File: src/rtl/fpu_arbiter_pkg.sv
`default_nettype none
// +--------------------------------------------------------------------------+
// | fpu_arbiter_pkg : opcodes, FSM encoding and constants for fpu_arbiter     |
// | Rev 1.0                                                                   |
// +--------------------------------------------------------------------------+
package fpu_arbiter_pkg;

  localparam logic [3:0]  OP_ADD = 4'b0000;
  localparam logic [3:0]  OP_SUB = 4'b0001;
  localparam logic [3:0]  OP_MUL = 4'b0010;
  localparam logic [3:0]  OP_DIV = 4'b0011;

  localparam logic [31:0] UNSUP_RESULT = 32'h000B00B5;
  localparam logic [31:0] QNAN         = 32'h7FC00000;

  localparam logic GRANT_A = 1'b0;
  localparam logic GRANT_B = 1'b1;

  typedef enum logic [1:0] {
    ST_IDLE = 2'd0,
    ST_EXEC = 2'd1,
    ST_RESP = 2'd2
  } state_e;

  function automatic logic op_supported(input logic [3:0] op);
    return (op == OP_ADD) || (op == OP_SUB) || (op == OP_MUL);
  endfunction

endpackage
`default_nettype wire

File: src/rtl/fpu_top.sv
`default_nettype none
// +--------------------------------------------------------------------------+
// | fpu_top : combinational single-precision add/sub/mul, round-to-nearest-   |
// | even, subnormals flushed to zero. Rev 1.0                                 |
// +--------------------------------------------------------------------------+
module fpu_top
  import fpu_arbiter_pkg::*;
(
  input  logic [31:0] num1_i,
  input  logic [31:0] num2_i,
  input  logic [3:0]  op_i,
  output logic [31:0] result_o
);

  function automatic logic [4:0] clz27(input logic [26:0] v);
    logic [4:0] n;
    logic       found;
    n     = 5'd0;
    found = 1'b0;
    for (int i = 26; i >= 0; i--) begin
      if (!found) begin
        if (v[i]) found = 1'b1;
        else      n = n + 5'd1;
      end
    end
    return n;
  endfunction

  // Rounding carry ripples from fraction into exponent, so overflow to inf falls out naturally.
  function automatic logic [31:0] pack_round(input logic s, input logic signed [10:0] e,
                                             input logic [22:0] frac, input logic g,
                                             input logic st);
    logic [30:0] mag;
    if (e >= 11'sd255) return {s, 8'hFF, 23'd0};
    if (e <= 11'sd0)   return {s, 31'd0};
    mag = {e[7:0], frac} + {30'd0, g & (st | frac[0])};
    return {s, mag};
  endfunction

  logic        sa, sb, sb_eff;
  logic [7:0]  ea, eb;
  logic [22:0] fa, fb;
  logic        nan_a, nan_b, inf_a, inf_b, zero_a, zero_b;

  assign {sa, ea, fa} = num1_i;
  assign {sb, eb, fb} = num2_i;
  assign sb_eff = sb ^ op_i[0];
  assign nan_a  = (ea == 8'hFF) && (fa != 23'd0);
  assign nan_b  = (eb == 8'hFF) && (fb != 23'd0);
  assign inf_a  = (ea == 8'hFF) && (fa == 23'd0);
  assign inf_b  = (eb == 8'hFF) && (fb == 23'd0);
  assign zero_a = (ea == 8'd0);
  assign zero_b = (eb == 8'd0);

  logic               a_big, sx, sy;
  logic [7:0]         ex, ey, d;
  logic [22:0]        fx, fy;
  logic [23:0]        mx, my;
  logic [26:0]        my_ext, y_sh, norm;
  logic [27:0]        sum;
  logic [4:0]         lz;
  logic signed [10:0] e_add;
  logic [31:0]        add_res;

  always_comb begin : add_path
    a_big  = num1_i[30:0] >= num2_i[30:0];
    sx     = a_big ? sa     : sb_eff;
    sy     = a_big ? sb_eff : sa;
    ex     = a_big ? ea : eb;
    ey     = a_big ? eb : ea;
    fx     = a_big ? fa : fb;
    fy     = a_big ? fb : fa;
    mx     = (ex == 8'd0) ? 24'd0 : {1'b1, fx};
    my     = (ey == 8'd0) ? 24'd0 : {1'b1, fy};
    d      = ex - ey;
    my_ext = {my, 3'b000};
    if (d >= 8'd27) y_sh = {26'd0, |my};
    else            y_sh = (my_ext >> d) | {26'd0, |(my_ext & ((27'd1 << d) - 27'd1))};
    if (sx == sy) sum = {1'b0, mx, 3'b000} + {1'b0, y_sh};
    else          sum = {1'b0, mx, 3'b000} - {1'b0, y_sh};
    lz = clz27(sum[26:0]);
    if (sum[27]) begin
      norm  = {sum[27:2], sum[1] | sum[0]};
      e_add = $signed({3'b000, ex}) + 11'sd1;
    end else begin
      norm  = sum[26:0] << lz;
      e_add = $signed({3'b000, ex}) - $signed({6'd0, lz});
    end
    if (nan_a || nan_b)                       add_res = QNAN;
    else if (inf_a && inf_b && (sa != sb_eff)) add_res = QNAN;
    else if (inf_a)                           add_res = {sa, 8'hFF, 23'd0};
    else if (inf_b)                           add_res = {sb_eff, 8'hFF, 23'd0};
    else if (!norm[26])                       add_res = 32'd0;
    else add_res = pack_round(sx, e_add, norm[25:3], norm[2], |norm[1:0]);
  end

  logic               s_mul, m_g, m_st;
  logic [47:0]        prod;
  logic [22:0]        m_frac;
  logic signed [10:0] e_mul;
  logic [31:0]        mul_res;

  always_comb begin : mul_path
    s_mul = sa ^ sb;
    prod  = {24'd0, 1'b1, fa} * {24'd0, 1'b1, fb};
    e_mul = $signed({3'b000, ea}) + $signed({3'b000, eb}) - 11'sd127
            + (prod[47] ? 11'sd1 : 11'sd0);
    if (prod[47]) begin
      m_frac = prod[46:24];
      m_g    = prod[23];
      m_st   = |prod[22:0];
    end else begin
      m_frac = prod[45:23];
      m_g    = prod[22];
      m_st   = |prod[21:0];
    end
    if (nan_a || nan_b)          mul_res = QNAN;
    else if (inf_a || inf_b)     mul_res = (zero_a || zero_b) ? QNAN : {s_mul, 8'hFF, 23'd0};
    else if (zero_a || zero_b)   mul_res = {s_mul, 31'd0};
    else                         mul_res = pack_round(s_mul, e_mul, m_frac, m_g, m_st);
  end

  assign result_o = (op_i == OP_MUL) ? mul_res : add_res;

endmodule
`default_nettype wire

File: src/rtl/fpu_arbiter.sv
`default_nettype none
// +--------------------------------------------------------------------------+
// | fpu_arbiter : two-requester arbiter in front of one shared fpu_top.       |
// | Rev 1.0                                                                   |
// +--------------------------------------------------------------------------+
module fpu_arbiter
  import fpu_arbiter_pkg::*;
#(
  parameter bit RR_EN = 1'b1
) (
  input  logic        clk,
  input  logic        rst_n,
  input  logic        a_valid,
  output logic        a_ready,
  input  logic [31:0] a_num1,
  input  logic [31:0] a_num2,
  input  logic [3:0]  a_op,
  input  logic        b_valid,
  output logic        b_ready,
  input  logic [31:0] b_num1,
  input  logic [31:0] b_num2,
  input  logic [3:0]  b_op,
  output logic        rsp_valid,
  input  logic        rsp_ready,
  output logic [31:0] rsp_result,
  output logic        rsp_id,
  output logic        rsp_err,
  output logic        busy
);

  state_e      state_q;
  logic [31:0] num1_q, num2_q;
  logic [3:0]  op_q;
  logic        id_q;
  logic        last_grant_q;
  logic [31:0] rsp_result_q;
  logic        rsp_err_q, rsp_id_q, rsp_valid_q, busy_q;

  logic        w_idle, w_pick_b, w_op_err;
  logic [31:0] w_fpu_result;

  // B wins only when alone, or in round-robin mode when A was served last.
  assign w_pick_b = b_valid & (~a_valid | (RR_EN && (last_grant_q == GRANT_A)));
  assign w_idle   = rst_n && (state_q == ST_IDLE);
  assign a_ready  = w_idle & a_valid & ~w_pick_b;
  assign b_ready  = w_idle & w_pick_b;
  assign w_op_err = !op_supported(op_q);

  fpu_top u_fpu (
    .num1_i   (num1_q),
    .num2_i   (num2_q),
    .op_i     (op_q),
    .result_o (w_fpu_result)
  );

  always_ff @(posedge clk or negedge rst_n) begin
    if (!rst_n) begin
      state_q      <= ST_IDLE;
      num1_q       <= 32'd0;
      num2_q       <= 32'd0;
      op_q         <= 4'd0;
      id_q         <= 1'b0;
      last_grant_q <= GRANT_B;
      rsp_result_q <= 32'd0;
      rsp_err_q    <= 1'b0;
      rsp_id_q     <= 1'b0;
      rsp_valid_q  <= 1'b0;
      busy_q       <= 1'b0;
    end else begin
      case (state_q)
        ST_IDLE: begin
          if (a_valid || b_valid) begin
            num1_q       <= w_pick_b ? b_num1 : a_num1;
            num2_q       <= w_pick_b ? b_num2 : a_num2;
            op_q         <= w_pick_b ? b_op   : a_op;
            id_q         <= w_pick_b;
            last_grant_q <= w_pick_b;
            busy_q       <= 1'b1;
            state_q      <= ST_EXEC;
          end
        end
        ST_EXEC: begin
          rsp_result_q <= w_op_err ? UNSUP_RESULT : w_fpu_result;
          rsp_err_q    <= w_op_err;
          rsp_id_q     <= id_q;
          rsp_valid_q  <= 1'b1;
          state_q      <= ST_RESP;
        end
        ST_RESP: begin
          if (rsp_ready) begin
            rsp_valid_q <= 1'b0;
            busy_q      <= 1'b0;
            state_q     <= ST_IDLE;
          end
        end
        default: begin
          rsp_valid_q <= 1'b0;
          busy_q      <= 1'b0;
          state_q     <= ST_IDLE;
        end
      endcase
    end
  end

  assign rsp_valid  = rsp_valid_q;
  assign rsp_result = rsp_result_q;
  assign rsp_id     = rsp_id_q;
  assign rsp_err    = rsp_err_q;
  assign busy       = busy_q;

endmodule
`default_nettype wire

File: config.mk
export PLATFORM = sky130hd
export DESIGN_NAME = fpu_arbiter
export DESIGN_NICKNAME = d
export VERILOG_FILES = /design/src/rtl/fpu_arbiter_pkg.sv /design/src/rtl/fpu_top.sv /design/src/rtl/fpu_arbiter.sv
export SDC_FILE = /design/constraint.sdc
export NUM_CORES = 2
export LEC_CHECK = 0
export ABC_AREA = 0
export BUFFER_PORTS_ARGS = -buffer_cell sky130_fd_sc_hd__clkbuf_2
export CORE_MARGIN = 4
export CORE_UTILIZATION = 60
export CTS_CLUSTER_SIZE = 28
export DETAILED_ROUTE_END_ITERATION = 12
export PLACE_DENSITY = 0.78
export SLEW_MARGIN = 10
export SYNTH_ARGS = -nofsm -noshare
export SYNTH_HDL_FRONTEND = slang
export SYNTH_SLANG_ARGS = --single-unit
File: constraint.sdc
create_clock -name clk -period 52.1 [get_ports clk]
set_clock_uncertainty 0.1 [all_clocks]
set_input_delay 15.63 -clock clk [delete_from_list [all_inputs] [get_ports clk]]
set_output_delay 15.63 -clock clk [all_outputs]
set_load 0.01 [all_outputs]
==> qor.yml <==
numPortBuffers: 178
cp-start-kind: "input pin"
cts_tree: "yes"
post_cts_buffers: 0
max_slew.worst_pin.slew_ns: 1.09
grt_use_total_pct: 36.7
rsz0062_at_grt: "no"
antenna_found_initial: 1
initial_utilization_pct: 60.4
synthCells: 5173
synth_top_cell_by_area: "fa_1"
final.setup.tns_ns: 0
clk_pin_slew_ns: 0.09
final_cell_mix: "nand2_1 (700), inv_1 (693), fa_1 (485)"
ys_seq_area_share_pct: 6.80
tritoncts.num_buffers: 9
grt_pass1_vias: 37454
syn2layout_area_growth_pct: 4.21
fp-row-count: 94
fmax_mhz: 30.7
yosysWarnings: 0
finalCriticalPeriod_ns: 32.55
ys.flop_type: "dfrtp_1"
hold_viol: 0
num_vias: 38324
synth_area_leaders: "fa_1 (24%), ha_1 (10%), dfrtp_1 (6.7%)"
cpLargestDelayFamily: "compound AO/OA/AOI/OAI gates"
wl_um: 131000
slowest_stage: "a21boi_4"
die-area_um2: 70400
drt_iter0_markers: 4274
arrival_ns: 16.82
post_cts_resized: 0
ant_nets: 0
nNetsFinal: 6085
clk_latency_ns: 0.39
ys_ff_latch: 108
grt.overflow.total: 0
dp_hpwl_um: 97500
root_buffer: "clkbuf_16"
netlist-cell-type-count: 128
cp.required_ns: 36.37
vias_per_cell: 6.38
clockBufferDepth: 2
critPathCaptureType: "output pin"
cpMostUsedCell: "clkbuf_2"
fp.dieH_um: 265
hold_path.class: "reg -> reg"
grt_pass1_wl_um: 206000
status: "complete, no violations"
cts_sinks: 108
die_x_um: 265
synth_nets: 6118
final_core_util_pct: 63.0
ctsHoldBuffers: 0
cp_cell_sequence: "clkbuf_2, a21boi_4, and3_1, clkbuf_2"
path_max_fanout: 18
synth_top_area_share_pct: 24.4
async_flop_share_pct: 100
core_area_um2: 65700
period_share_pct: 62.5
critical_path_class: "in -> out"
path_buf_inv: 2
grt_max_degree: 83
slowest_delay_ns: 0.66
drc: 0
drive_above_1_share_pct: 8.10
firstDrtPassIters: 7
layout_commonest_cell: "nand2_1"
htree_num_levels: 3
syn_area_per_cell_um2: 7.68
slew_headroom_pct: 26.9
synth_edf_count: 0
drv_slew: 0
synth_area_um2: 39700
gp_congestion: 1.01
io_pins: 179
setup_violations: 0
wl_per_cell_um: 21.7
drv_cap: 0
synth_stat cells, types with 39 or more instances:
cell and n:
a211oi_1 54, nand4_1 39, and3_1 41, xor2_1 47
inv_1 693, o211ai_1 40, a31oi_1 40, and2_1 219
dfrtp_1 107, ha_1 319, xnor2_1 126, fa_1 485
nand2_1 700, clkbuf_1 231, nor2_1 436, a21oi_1 323
nor3_1 104, nand3_1 116, o21ai_0 163, mux2i_1 156
through the flow:
step                hold slack, ns  setup slack [ns]  std cells  instance area, um2
floorplan                    0.402             19.66       5173               39700
global placement             0.367             19.58       5993               41100
detailed placement           0.377             19.56       5993               41100
CTS                          0.398             19.56       6009               41400
global route                 0.414             19.49       6009               41400
finish                       0.396             19.55       6011               41400
path summary, 6_finish.rpt:
check,startpoint,to,slack (ns),cells past startpoint
max,a_valid,b_ready,19.55,4
min,rsp_result[11],rsp_result[11],0.40,2
max reg2reg,num2_q[23],rsp_result[27],23.07,120
min reg2reg,rsp_result[11],rsp_result[11],0.40,2
max in group asynchronous,rst_n,num2_q[10],35.39,2
min in group asynchronous,rst_n,rsp_result[18],15.14,1
worst reg2reg max path: cells and delay by family, from the launching register on:
family	cells	cell delay, ns
AO/OA/AOI/OAI	45	9.63
XOR/XNOR	4	0.63
adder cells (fa/ha/maj)	17	5.21
buffers and inverters	11	3.33
flip-flops	1	0.52
multiplexers	9	1.92
AND/OR/NAND/NOR	34	7.58
sequential cells by signal (all words and copies together), names as in the netlist, 2 cells and up:
signal      flops
num1_q         32
rsp_result     32
op_q            4
num2_q         32
state_q         2
routing by layer:
layer	track usage (%)	wire [um]	share of wire (%)
met1	50.0	51500	39
met2	57.2	57300	44
met3	8.60	15700	12
met4	13.7	6150	4.7
met5	0	16	0.012
final cells by class:
| cell class | instances | area (um2) |
|---|---|---|
| diodes | 2 | 5.00 |
| fillers | 5873 | 24300 |
| clock inverters | 7 | 103 |
| clock buffers | 9 | 225 |
| well taps | 864 | 1080 |
| repair buffers | 267 | 1560 |
| flip-flops and latches | 108 | 2700 |
| inverters | 699 | 2620 |
| multi-input cells | 4055 | 33100 |
kinds of logic (layout without fill, tap and decap cells):
family / after synthesis / in the layout / synth area share, %
adder cells (fa/ha/maj): 805 / 805 / 34.5
AO/OA/AOI/OAI: 1007 / 1007 / 16.9
AND/OR/NAND/NOR: 1873 / 1873 / 22.3
other: 0 / 2 / 0
buffers and inverters: 1010 / 982 / 10.1
XOR/XNOR: 183 / 183 / 4.33
multiplexers: 187 / 187 / 5.06
flip-flops: 108 / 108 / 6.80
Power is not shown: default switching activity piles up to over one toggle a cycle in this logic, so the estimate is an artifact.
